## config.mk

```make
export PLATFORM = sky130hd
export DESIGN_NAME = reg_file_arbiter
export DESIGN_NICKNAME = d
export VERILOG_FILES = /design/src/rtl/reg_arb_pkg.sv /design/src/rtl/arb_rr_pick.sv /design/src/rtl/reg_file_arbiter.sv
export SDC_FILE = /design/constraint.sdc
export NUM_CORES = 1
export LEC_CHECK = 0
export ABC_AREA = 1
export CORE_ASPECT_RATIO = 1.4
export CORE_MARGIN = 2
export CORE_UTILIZATION = 44
export DETAILED_ROUTE_END_ITERATION = 7
export PLACE_DENSITY = 0.85
export SLEW_MARGIN = 40
export SYNTH_ARGS = -nofsm -noshare
export SYNTH_HDL_FRONTEND = slang
export SYNTH_SLANG_ARGS = --single-unit
```

## constraint.sdc

```tcl
create_clock -name CLK -period 3.6 [get_ports CLK]
set_clock_uncertainty 0.1 [all_clocks]
set_input_delay 0.9 -clock CLK [delete_from_list [all_inputs] [get_ports CLK]]
set_output_delay 0.9 -clock CLK [all_outputs]
set_load 0.05 [all_outputs]
```

## src/rtl/reg_arb_pkg.sv

```systemverilog
// Shared types for the RegFile access arbiter.
// FSM state encodings and requester port indices.
package reg_arb_pkg;

    typedef enum logic [1:0] {
        IDLE    = 2'd0,
        ISSUE   = 2'd1,
        WAIT_RD = 2'd2
    } arb_state_t;

    localparam logic PORT0 = 1'b0;
    localparam logic PORT1 = 1'b1;

endpackage

```

## src/rtl/arb_rr_pick.sv

```systemverilog
// Two-way round-robin picker for the RegFile arbiter.
// A lone requester wins; on a tie the port that did not win last goes.
module arb_rr_pick
    import reg_arb_pkg::*;
(
    input  logic [1:0] req_i,
    input  logic       ptr_i,
    output logic       grant_idx_o,
    output logic       any_req_o
);

    assign any_req_o = |req_i;

    // Select the winning port index from the request pair and last-grant pointer.
    always_comb begin
        grant_idx_o = PORT0;
        unique case (req_i)
            2'b01:   grant_idx_o = PORT0;
            2'b10:   grant_idx_o = PORT1;
            2'b11:   grant_idx_o = ~ptr_i;
            default: grant_idx_o = PORT0;
        endcase
    end

endmodule

```

## src/rtl/reg_file_arbiter.sv

```systemverilog
// Shares the single RegFile access port between SYS_CTRL (port 0) and a secondary master (port 1).
// Optional read-return timeout is compiled in with REG_ARB_TIMEOUT_EN.
module reg_file_arbiter
    import reg_arb_pkg::*;
#(
    parameter int ADDR_SIZE      = 4,
    parameter int DATA_WIDTH     = 8,
    parameter int TIMEOUT_CYCLES = 15
) (
    input  logic                  CLK,
    input  logic                  rst_n,
    input  logic                  req0,
    input  logic                  req1,
    input  logic                  we0,
    input  logic                  we1,
    input  logic [ADDR_SIZE-1:0]  addr0,
    input  logic [ADDR_SIZE-1:0]  addr1,
    input  logic [DATA_WIDTH-1:0] wdata0,
    input  logic [DATA_WIDTH-1:0] wdata1,
    output logic                  gnt0,
    output logic                  gnt1,
    output logic [DATA_WIDTH-1:0] rdata0,
    output logic [DATA_WIDTH-1:0] rdata1,
    output logic                  rvalid0,
    output logic                  rvalid1,
    output logic                  WrEn,
    output logic                  RdEn,
    output logic [ADDR_SIZE-1:0]  Address,
    output logic [DATA_WIDTH-1:0] WrData,
    input  logic [DATA_WIDTH-1:0] Rd_Data,
    input  logic                  Rd_Data_VLD,
    output logic                  arb_busy,
    output logic                  rd_timeout
);

    arb_state_t            state_q;
    logic                  ptr_q;
    logic                  owner_q;
    logic                  we_q;
    logic [ADDR_SIZE-1:0]  addr_q;
    logic [DATA_WIDTH-1:0] wdata_q;
    logic                  gnt0_q;
    logic                  gnt1_q;
    logic                  wr_en_q;
    logic                  rd_en_q;
    logic                  rvalid0_q;
    logic                  rvalid1_q;
    logic [DATA_WIDTH-1:0] rdata0_q;
    logic [DATA_WIDTH-1:0] rdata1_q;

    logic                  win_idx;
    logic                  any_req;
    logic                  win_we_d;
    logic [ADDR_SIZE-1:0]  win_addr_d;
    logic [DATA_WIDTH-1:0] win_wdata_d;

    arb_rr_pick u_pick (
        .req_i       ({req1, req0}),
        .ptr_i       (ptr_q),
        .grant_idx_o (win_idx),
        .any_req_o   (any_req)
    );

    // Command fields of whichever port the picker selected.
    always_comb begin
        win_we_d    = (win_idx == PORT1) ? we1    : we0;
        win_addr_d  = (win_idx == PORT1) ? addr1  : addr0;
        win_wdata_d = (win_idx == PORT1) ? wdata1 : wdata0;
    end

`ifdef REG_ARB_TIMEOUT_EN
    localparam int CNT_W = (TIMEOUT_CYCLES > 1) ? $clog2(TIMEOUT_CYCLES) : 1;
    localparam logic [CNT_W-1:0] CNT_LAST = CNT_W'(TIMEOUT_CYCLES - 1);

    logic [CNT_W-1:0] cnt_q;
    logic             rd_timeout_q;
`endif

    // Arbitration FSM; all strobes and return data are registered here.
    always_ff @(posedge CLK) begin
        if (!rst_n) begin
            state_q   <= IDLE;
            ptr_q     <= PORT1;
            owner_q   <= PORT0;
            we_q      <= 1'b0;
            addr_q    <= '0;
            wdata_q   <= '0;
            gnt0_q    <= 1'b0;
            gnt1_q    <= 1'b0;
            wr_en_q   <= 1'b0;
            rd_en_q   <= 1'b0;
            rvalid0_q <= 1'b0;
            rvalid1_q <= 1'b0;
            rdata0_q  <= '0;
            rdata1_q  <= '0;
`ifdef REG_ARB_TIMEOUT_EN
            cnt_q        <= '0;
            rd_timeout_q <= 1'b0;
`endif
        end else begin
            gnt0_q    <= 1'b0;
            gnt1_q    <= 1'b0;
            wr_en_q   <= 1'b0;
            rd_en_q   <= 1'b0;
            rvalid0_q <= 1'b0;
            rvalid1_q <= 1'b0;
`ifdef REG_ARB_TIMEOUT_EN
            rd_timeout_q <= 1'b0;
`endif
            unique case (state_q)
                IDLE: begin
                    if (any_req) begin
                        owner_q <= win_idx;
                        ptr_q   <= win_idx;
                        we_q    <= win_we_d;
                        addr_q  <= win_addr_d;
                        wdata_q <= win_wdata_d;
                        wr_en_q <= win_we_d;
                        rd_en_q <= ~win_we_d;
                        gnt0_q  <= (win_idx == PORT0);
                        gnt1_q  <= (win_idx == PORT1);
                        state_q <= ISSUE;
                    end
                end
                ISSUE: begin
                    state_q <= we_q ? IDLE : WAIT_RD;
`ifdef REG_ARB_TIMEOUT_EN
                    cnt_q <= '0;
`endif
                end
                WAIT_RD: begin
                    if (Rd_Data_VLD) begin
                        if (owner_q == PORT1) begin
                            rdata1_q  <= Rd_Data;
                            rvalid1_q <= 1'b1;
                        end else begin
                            rdata0_q  <= Rd_Data;
                            rvalid0_q <= 1'b1;
                        end
                        state_q <= IDLE;
                    end
`ifdef REG_ARB_TIMEOUT_EN
                    else if (cnt_q == CNT_LAST) begin
                        if (owner_q == PORT1) begin
                            rdata1_q  <= '0;
                            rvalid1_q <= 1'b1;
                        end else begin
                            rdata0_q  <= '0;
                            rvalid0_q <= 1'b1;
                        end
                        rd_timeout_q <= 1'b1;
                        state_q      <= IDLE;
                    end else begin
                        cnt_q <= cnt_q + 1'b1;
                    end
`endif
                end
                default: state_q <= IDLE;
            endcase
        end
    end

    assign gnt0     = gnt0_q;
    assign gnt1     = gnt1_q;
    assign WrEn     = wr_en_q;
    assign RdEn     = rd_en_q;
    assign Address  = addr_q;
    assign WrData   = wdata_q;
    assign rvalid0  = rvalid0_q;
    assign rvalid1  = rvalid1_q;
    assign rdata0   = rdata0_q;
    assign rdata1   = rdata1_q;
    assign arb_busy = (state_q != IDLE);

`ifdef REG_ARB_TIMEOUT_EN
    assign rd_timeout = rd_timeout_q;
`else
    assign rd_timeout = 1'b0;
`endif

endmodule

```

# Yosys cells after proc, flatten, opt, wreduce, memory -nomap -nowiden
# Cells that the tools add are included.
[word_totals]
reg_bits = 39
latchBits = 0
ramBits = 0
mem_bits_ro = 0
inputBits = 39
output_inout_bits = 36
elab_cells = 43
memories = 0
[classes]
n_addsub = 0
mul = 0
div = 0
n_lt_le_gt_ge = 0
eq_ne = 6
shift = 0
muxes = 10
bitwise = 4
reduce_logical = 9
[ops]
columns = ["cell", "count"]
rows = [
  ["$reduce_and A3 Y1", 4],
  ["$mux W8", 1],
  ["$eq A2 B2 Y1 const B", 3],
  ["$mux W2", 3],
  ["$pmux W2 S3", 1],
  ["$mux W4", 1],
  ["$ne A2 B2 Y1 const B", 2],
  ["$not A1 Y1", 4],
  ["$reduce_and A2 Y1", 2],
  ["$mux W1", 3],
  ["$eq A2 B1 Y1 const B", 1],
  ["$logic_not A2 Y1", 1],
  ["$pmux W1 S2", 1],
  ["$reduce_bool A2 Y1", 1],
  ["$reduce_or A2 Y1", 1],
]

# Longest topological paths before layout
[logic_depth]
depth_word = 4
mapped_depth = 7
depth_no_buf = 7

# Cells and area by module
# From an unflattened synthesis, not the netlist that was laid out.
[hier_totals]
cells_unflattened = 240
hier_area_um2 = 1649.1
[by_module_without_submodules]
columns = ["mod", "n_inst", "cells_per_inst", "area_each_um2", "seq_area_each_um2"]
rows = [
  ["reg_file_arbiter", 1, 237, 1634.1, 780.7],
  ["arb_rr_pick", 1, 3, 15.0, 0.0],
]

# Worst setup path after synthesis
# No wires, ideal clock.
[synth_path]
path_kind = "input -> register"
start = "input rst_n"
end = "register rd_en_q, in the netlist RdEn"
setup_time_ns = 0.115
t_arrival_ns = 1.487
t_required_ns = 3.385
setup_slack_ns = 1.898
stages = 5
n_path_buf = 0
path_cell_list = "inv_1 nor2_4 nand2_2 inv_1 and2_1"
[synth_between]
elab_chain_len = 1
[synth_rtl]
columns = ["item", "line_no", "text"]
rows = [
  ["start, declared", "reg_file_arbiter.sv:11", "input logic rst_n,"],
  ["$reduce_and A3 Y1 (no source line)", "-", ""],
  ["end signal, assigned", "reg_file_arbiter.sv:119", "rd_en_q <= ~win_we_d;"],
  ["end, declared", "reg_file_arbiter.sv:45", "logic rd_en_q;"],
]
# No other way between the ends.
# A chain may end at the register's enable or synchronous reset.

# Worst setup path after layout
[layout_path]
start = "register state_q[1]"
end = "output arb_busy"
[layout_between]
elab_chain_len = 1
[layout_rtl]
columns = ["item", "line_no", "text"]
rows = [
  ["start, declared", "reg_file_arbiter.sv:36", "arb_state_t state_q;"],
  ["start signal, assigned", "reg_file_arbiter.sv:126", "state_q <= we_q ? IDLE : WAIT_RD;"],
  ["$reduce_bool A2 Y1", "reg_file_arbiter.sv:173", "assign arb_busy = (state_q != IDLE);"],
  ["end, declared", "reg_file_arbiter.sv:32", "output logic arb_busy,"],
]
# No other way between the ends.

==> reports/metrics.yaml <==
status: "complete, no violations"
fin_crit_ns: 2.675
h-tree-depth: 2
p_switching_mw: 0.3379
p_sw_share_pct: 32.47
synth_area_sq_um: 1615
drive_gt1_share_pct: 7.292
first_pass_iters: 4
max-slew-margin-rel_pct: 61.58
coreArea_sq_um: 3578
p_comb_share_pct: 26.9
cp-end-kind: "primary output"
grt_setup_unrepaired: "false"
hold-path-endpoint: "WrData[0]"
grt_start_max_net_pins: 30
cap_violations: 0
fmax_mhz: 373.9
cts_root_buffer: "clkbuf_8"
gr-total-overflow: 0
critPathMaxFanout: 3
clk_pin_slew_ns: 0.07
final_max_slew_viol_count: 0
required_ns: 2.60
synthArstFlopShare_pct: 0
antenna_found_initial: 0
grt_pass1_vias: 1489
hp-start: "WrData[0]"
io_pins: 75
rows: 26
p_leak_nw: 1.085
synth_edf_count: 0
post_cts_resized: 0
dp_hpwl_um: 2784
cts_tree: "done"
r2r-start: "owner_q"
cts_buffer_depth: 2
die-area_sq_um: 4178
rr_endpoint: "rdata1[2]"
internal-power_mw: 0.7027
routed-via-count: 1565
post_cts_buffers: 0
ir_worst_vdd_mv: 0.3249
worstSkewPairLatency_ns: 0.29
synthToLayoutAreaGrowth_pct: 50.35
wl_um: 3797
synth_nets: 253
worstSetupPathType: "flip-flop to primary output"
synth_top_area_cell: "dfxtp_1"
drt-initial-drc-count: 38
viasPerCell: 4.742
globalRouteTotalUtil_pct: 19.22
pwr-share-seq_pct: 45.9
die_x_um: 55.21
critPathArrivalTime_ns: 1.67
final_nets: 326
cts_hold_buf: 0
synth-warning-count: 0
drc: 0
whs_ns: 0.3525
synth_ff_type: "dfxtp_1"
hp-class: "flip-flop to flip-flop"
ys_ff_latch: 39
hold_violations: 0
r2r_setup_slack_ns: 2.27
min_path_cells: 2
chipHeight_um: 75.69
gp_congestion: 0.7468
ys_seq_area_share_pct: 48.33
worst_slew_pin_slew_ns: 0.5763
synth_cell_types: 21
finalSetupViolCount: 0
powerDensity_nw_per_um2: 428.5
cts_sinks: 39
synth.avg_cell_area_sq_um: 7.548
timing.final.crit_share_pct: 74.30
clkPwrFrac_pct: 27.3
start_kind: "flip-flop"
ant_nets: 0
start_util_pct: 45.14
wire_per_inst_um: 11.51
n_fill_cell: 303
numPortBuffers: 73
synthTopCellsByArea: "dfxtp_1 (48%), nand2_1 (10%), nor2_1 (9.5%), inv_1 (6.0%), o21ai_0 (5.9%)"
synth_cells: 214
synth.top_cell.area_share_pct: 48.33
reg2reg_depth: 5
post-route-util_pct: 67.87
diodes: 0
setup_tns_ns: 0
grt_pass1_wl_um: 6265
cts_buffers: 5
[synth_stat cells (2+ instances only)]
cell	n
buf_6	3
nand2_2	6
nor2_4	3
inv_1	26
nand4_1	15
dfxtp_1	39
nand2_1	45
buf_2	2
nor2_8	2
nand3_1	3
o21ai_0	19
buf_4	2
nor2_1	41
[worst max-delay path: stages (launching register included)]
cell	delay, ns
dfxtp_1	0.36
inv_1	0.07
nand2_2	0.13
clkdlybuf4s50_1	0.82
[final cells by class]
| class | instances | area (sq um) | share of cell area (%) |
|---|---|---|---|
| sequential | 39 | 780.7 | 32.15 |
| timing repair buffer | 74 | 738.2 | 30.40 |
| multi-input combinational | 139 | 666.9 | 27.46 |
| inverter | 28 | 105.1 | 4.328 |
| clock buffer | 6 | 72.57 | 2.988 |
| tap | 42 | 52.55 | 2.164 |
| clock inverter | 2 | 12.51 | 0.5152 |
[sequential cells by signal, indices dropped and copies added, names as in the netlist]
name     cells
state_q      2
WrEn         1
gnt0         1
Address      4
ptr_q        1
WrData       8
rdata1       8
rvalid1      1
rdata0       8
rvalid0      1
we_q         1
gnt1         1
owner_q      1
RdEn         1
[power groups by stage]
stage	logic (mW)	registers, mW	clock network [mW]
floorplan	0.0967	0.569	0
global placement	0.279	0.487	0
detailed placement	0.281	0.487	0
CTS	0.282	0.477	0.293
global route	0.299	0.481	0.314
finish	0.280	0.477	0.284
[worst max-delay path by stage]
stage | to | slack, ns | start
detailed placement | ptr_q | 1.02 | rst_n
floorplan | RdEn | 1.90 | rst_n
CTS | arb_busy | 0.90 | state_q[1]
finish | arb_busy | 0.93 | state_q[1]
global placement | ptr_q | 1.08 | rst_n
global route | arb_busy | 0.84 | state_q[1]
[placed cells by master (no fill, tap or decap)]
master	n
a21oi_2	1
nand3_1	3
inv_1	26
nor3_1	1
o21ai_0	19
clkbuf_8	5
nor2_4	3
nor2_1	41
nand2_2	6
nand4_1	15
a21oi_1	1
nand2_1	45
and2_1	1
buf_4	1
clkinv_1	1
conb_1	1
clkinv_2	1
nor2_8	2
clkdlybuf4s50_1	73
inv_2	1
clkinvlp_4	1
clkbuf_1	1
dfxtp_1	39
[kinds of logic (layout without fill, tap and decap cells)]
logic type / Yosys count / after routing / synth area share [%]
and+or+nand+nor: 117 / 117 / 34.31
AOI/OAI and AO/OA: 21 / 21 / 6.739
DFF: 39 / 39 / 48.33
buffers and inverters: 36 / 110 / 10.38
other: 1 / 1 / 0.2322
[metal layers]
layer	part of all wire [%]	GRT usage [%]
met5	0	0
met4	2.6	11.38
met3	6.0	5.433
met2	50	33.86
met1	41	20.87
[stage by stage]
step | cells | power (mW) | cell area [sq um] | setup WS (ns)
after floorplan | 214 | 0.6658 | 1615 | 1.898
after global placement | 322 | 0.7654 | 2344 | 1.079
after detailed placement | 322 | 0.7683 | 2344 | 1.023
after CTS | 330 | 1.052 | 2429 | 0.9037
after global routing | 330 | 1.094 | 2429 | 0.8406
final | 330 | 1.041 | 2429 | 0.9253
(Power assumes the default switching activity.)
